===== src/rtl/deserializer_serial_input_parallel_output_pkg.sv =====
// Shared definitions for the serial shift path: FSM state encodings and bit-counter width.
package deserializer_serial_input_parallel_output_pkg;

  localparam int unsigned CNT_W = 6;

  typedef enum logic {
    ST_IDLE  = 1'b0,
    ST_SHIFT = 1'b1
  } state_e;

endpackage


===== src/rtl/deserializer_serial_input_parallel_output_sipo_shift_core.sv =====
// Shift register and bit counter for the SIPO receiver; LSB-first, newest bit enters at the top.
module sipo_shift_core
  import deserializer_serial_input_parallel_output_pkg::*;
#(
  parameter int unsigned SIZE = 12
) (
  input  logic             clk,
  input  logic             clr,
  input  logic             clear_i,
  input  logic             shift_i,
  input  logic             bit_i,
  output logic [CNT_W-1:0] bit_cnt_o,
  output logic             last_c,
  output logic [SIZE:1]    word_c
);

  logic [SIZE:1]    shift_q, shift_d;
  logic [CNT_W-1:0] cnt_q, cnt_d;

  // word_c is the value the register holds after this shift; on the last bit it is the full word
  assign word_c    = {bit_i, shift_q[SIZE:2]};
  assign last_c    = (cnt_q == CNT_W'(SIZE - 1));
  assign bit_cnt_o = cnt_q;

  always_comb begin
    shift_d = shift_q;
    cnt_d   = cnt_q;
    if (clear_i) begin
      shift_d = '0;
      cnt_d   = '0;
    end else if (shift_i) begin
      shift_d = word_c;
      cnt_d   = last_c ? '0 : CNT_W'(cnt_q + CNT_W'(1));
    end
  end

  always_ff @(posedge clk or posedge clr) begin
    if (clr) begin
      shift_q <= '0;
      cnt_q   <= '0;
    end else begin
      shift_q <= shift_d;
      cnt_q   <= cnt_d;
    end
  end

endmodule


===== src/rtl/deserializer_serial_input_parallel_output.sv =====
// SIPO receiver: frames serial bits into words, holds the last word behind a valid/ack handshake.
module deserializer_serial_input_parallel_output
  import deserializer_serial_input_parallel_output_pkg::*;
#(
  parameter int unsigned SIZE       = 12,
  parameter bit          CONTINUOUS = 1'b0
) (
  input  logic             clk,
  input  logic             clr,
  input  logic             start,
  input  logic             shift_en,
  input  logic             data_in,
  input  logic             rd_ack,
  output logic [SIZE:1]    data_out,
  output logic             data_valid,
  output logic             busy,
  output logic             overrun,
  output logic [CNT_W-1:0] bit_cnt
);

  state_e        state_q, state_d;
  logic [SIZE:1] data_out_q, data_out_d;
  logic          valid_q, valid_d;
  logic          ovr_q, ovr_d;
  logic          core_clear, core_shift, core_last_c;
  logic [SIZE:1] core_word_c;

  sipo_shift_core #(.SIZE(SIZE)) u_core (
    .clk       (clk),
    .clr       (clr),
    .clear_i   (core_clear),
    .shift_i   (core_shift),
    .bit_i     (data_in),
    .bit_cnt_o (bit_cnt),
    .last_c    (core_last_c),
    .word_c    (core_word_c)
  );

  // Framing FSM plus holding register; start always wins over shift_en
  always_comb begin
    state_d    = state_q;
    data_out_d = data_out_q;
    valid_d    = valid_q;
    ovr_d      = ovr_q;
    core_clear = 1'b0;
    core_shift = 1'b0;

    if (rd_ack && valid_q) valid_d = 1'b0;

    case (state_q)
      ST_IDLE: begin
        if (start) begin
          state_d    = ST_SHIFT;
          core_clear = 1'b1;
          ovr_d      = 1'b0;
        end
      end
      ST_SHIFT: begin
        if (start) begin
          core_clear = 1'b1;
          ovr_d      = 1'b0;
        end else if (shift_en) begin
          core_shift = 1'b1;
          if (core_last_c) begin
            data_out_d = core_word_c;
            valid_d    = 1'b1;
            if (valid_q && !rd_ack) ovr_d = 1'b1;
            if (!CONTINUOUS) state_d = ST_IDLE;
          end
        end
      end
      default: state_d = ST_IDLE;
    endcase
  end

  always_ff @(posedge clk or posedge clr) begin
    if (clr) begin
      state_q    <= ST_IDLE;
      data_out_q <= '0;
      valid_q    <= 1'b0;
      ovr_q      <= 1'b0;
    end else begin
      state_q    <= state_d;
      data_out_q <= data_out_d;
      valid_q    <= valid_d;
      ovr_q      <= ovr_d;
    end
  end

  assign data_out   = data_out_q;
  assign data_valid = valid_q;
  assign overrun    = ovr_q;
  assign busy       = (state_q == ST_SHIFT);

endmodule


===== config.mk =====
export PLATFORM = sky130hd
export DESIGN_NAME = deserializer_serial_input_parallel_output
export DESIGN_NICKNAME = d
export VERILOG_FILES = /design/src/rtl/deserializer_serial_input_parallel_output_pkg.sv /design/src/rtl/deserializer_serial_input_parallel_output_sipo_shift_core.sv /design/src/rtl/deserializer_serial_input_parallel_output.sv
export SDC_FILE = /design/constraint.sdc
export NUM_CORES = 1
export LEC_CHECK = 0
export CAP_MARGIN = 30
export CORE_MARGIN = 2
export CORE_UTILIZATION = 45
export DETAILED_ROUTE_END_ITERATION = 10
export HOLD_SLACK_MARGIN = 0.1
export PLACE_DENSITY = 0.82
export SLEW_MARGIN = 20
export SYNTH_ARGS = -nofsm -noshare
export SYNTH_HDL_FRONTEND = slang
export SYNTH_SLANG_ARGS = --single-unit

===== constraint.sdc =====
create_clock -name clk -period 1.85 [get_ports clk]
set_input_delay 0.2775 -clock clk [delete_from_list [all_inputs] [get_ports clk]]
set_output_delay 0.2775 -clock clk [all_outputs]
set_load 0.1 [all_outputs]

==> key figures <==
Status
  – Status: complete, no violations

Routing
  – Routed WL: 2.805 mm
  – Via count: 1022
  – Post-route ant nets: 0
  – Via/cell ratio: 5.379
  – First-pass DRT Iterations: 6
  – Routed WL per cell: 14.76 um
  – Initial drt markers: 58
  – # DRC: 0

Synthesis
  – Top cells by area, synth: dfrtp_1, mux2_4, nand2_1
  – Mapped Area: 1403 um^2
  – Post-synth top area share: 0.5709
  – Mean Syn Cell Area: 11.50 um^2
  – Post-Synthesis Net Count: 129
  – Commonest cells post-synth: dfrtp_1, nand2_1, a21oi_1, mux2_4, mux2_2
  – Ys flop type: dfrtp_1
  – FF+latch count, synth: 32
  – EDFF count, synth: 0
  – Cell count after synthesis: 122
  – Async SR Flop Fraction: 1.000
  – Leading area contributor after synthesis: dfrtp_1
  – Synthesis Warnings: 0
  – Distinct cells, synth: 28
  – Most frequent cell after synthesis: dfrtp_1
  – Post-synthesis sequential area ratio: 0.5709

Pwr
  – Post-layout total power: 0.001406 W
  – Leakage power: 0.8733 nW
  – Worst vdd ir: 667.8 uV
  – Power Density: 757.1 nW/um^2

Clocking
  – Clock latency on the worst-skew pair: 0.32 ns
  – Gates resized, CTS repair: 0
  – H-tree levels: 2
  – Sink Count: 32
  – CTS tree: done
  – Clk slew on worst S/H paths: 0.10 ns
  – Root Driver: clkbuf_4
  – Clk buf depth: 2
  – Cts hold-fix bufs: 0
  – CTS buffer count: 5
  – Post-CTS Setup Repair Bufs: 0

Setup path
  – Worst-path cell chain: ha_4 -> nor4b_4 -> and4b_1 -> buf_4 -> mux2_2
  – Critical path peak fanout: 6
  – Critical Path Sink Type: flop
  – Critical Path RT: 2.06 ns
  – Max incr delay on CP: 0.48 ns
  – Setup crit start kind: flop
  – CP Class: flop to flop
  – Slowest cell on crit path: dfrtp_4
  – Arrival time worst endpoint: 1.95 ns

Placed design
  – Post-DP HPWL: 2.017 mm
  – Placed cell areas: 1762 um^2
  – GP Congestion: 0.8432
  – IO buf count: 26

Final layout
  – Fillers: 243
  – Multi-input logic area: 553.0 um^2
  – Post-route cell area: 1857 um^2
  – Layout cells sized above 1: 0.3949
  – Final Util: 0.6183
  – Final net count: 163
  – Area Overhead vs Synth: 32.38%
  – Antenna cell count: 0
  – Register area: 813.3 um^2

GRT
  – Total congestion overflow: 0
  – Vias in the first global route: 1036
  – Initial antenna violation count: 0
  – Largest net degree at the start of global routing: 33
  – GRT Util Overall: 0.1796
  – First-pass GRT wire length: 4.698 mm

Worst hold path
  – Worst hold path class: input pin to asynchronous set/reset pin

Floorplan
  – Core Region: 3003 um^2
  – Die height: 59.83 um
  – Top Ports: 27
  – Initial Utilization: 0.4671
  – Die Wd: 59.83 um
  – Die ar.: 3580 um^2
  – Site row count: 20

STA
  – Pins Over Slew Limit: 0
  – Final setup vio count: 0
  – Final period util: 0.9377
  – Hold WS: 0.3241 ns
  – RSZ-0062 raised after global routing: no
  – Worst slew pin tran: 0.3892 ns
  – Final TNS setup: 0 ns
  – Rel. slew slack: 0.7406
  – Skew final: 0.01110 ns
  – Period minus WS final: 1.735 ns
  – Count of final hold-check violations: 0
  – Max frequency: 576.5 MHz

Run
  – Max_cap viols: 0
stage by stage:
stage | instances | setup slack (ns)
floorplan | 122 | -0.1184
global placement | 182 | 0.1361
detailed placement | 182 | 0.1174
CTS | 190 | 0.1134
global route | 190 | 0.02485
finish | 190 | 0.1153
metal layers:
metal | up-vias | track usage | wire (um)
li1 | 490 | - | -
met1 | 501 | 0.2322 | 1191
met2 | 29 | 0.2795 | 1442
met3 | 2 | 0.05844 | 141
met4 | 0 | 0.06984 | 29
met5 | - | 0 | 0
state kept, by name, summed over array words and instances, names as in the netlist:
register,count
busy,1
data_out,12
data_valid,1
overrun,1
u_core.bit_cnt_o,6
u_core.shift_q,11
final cells by class:
type | count | area share
clock buffers | 7 | 0.03504
clock inverters | 1 | 0.01617
inverters | 3 | 0.006065
multi-input cells | 80 | 0.2978
flip-flops and latches | 32 | 0.4380
well taps | 33 | 0.02224
repair buffers | 34 | 0.1846
worst paths after layout:
kind | startpoint | end | slack [ns] | cells after the start
setup / recovery | u_core.bit_cnt_o[0]$_DFFE_PP0P_ | data_out[4]$_DFFE_PP0P_ | 0.12 | 5
hold / removal | clr | data_out[9]$_DFFE_PP0P_ | 0.32 | 3
setup reg to reg | u_core.bit_cnt_o[0]$_DFFE_PP0P_ | data_out[4]$_DFFE_PP0P_ | 0.12 | 5
hold reg to reg | data_out[3]$_DFFE_PP0P_ | data_out[3]$_DFFE_PP0P_ | 0.52 | 1
max in group asynchronous | clr | u_core.bit_cnt_o[2]$_DFFE_PP0P_ | 1.21 | 3
min in group clk | data_out[3]$_DFFE_PP0P_ | data_out[3]$_DFFE_PP0P_ | 0.52 | 1
critical path: cells and delay by family, from the launching register on:
kind,cells,cell delay (ns)
muxes,1,0.35
buffers and inverters,1,0.18
DFF,1,0.48
adders and majority gates,1,0.16
and+or+nand+nor,2,0.46
placed cells by master, fill, tap and decap left out, drive strengths merged, types with 2 or more instances in the layout:
cell and count:
nand4 2, clkbuf 7, mux2 13, clkdlybuf4s50 5, a211o 3, inv 3, nand3 3, nand2 28
dfrtp 32, nor3 2, nor2 2, a21oi 15, a21o 2, buf 29
logic make-up after synthesis:
logic type | after synthesis | synth area share
compound gates | 22 | 0.09634
simple gates | 44 | 0.1543
fa+ha+maj | 1 | 0.008919
buf+inv | 10 | 0.04370
mux | 13 | 0.1258
flops | 32 | 0.5709
where the power goes:
group	switching, W	internal, W	total [W]
clock network	0.000223	0.000359	0.000582
registers	0.0000103	0.000706	0.000717
logic	0.0000677	0.0000394	0.000107
Note: power is estimated with default switching activity, not from simulation.
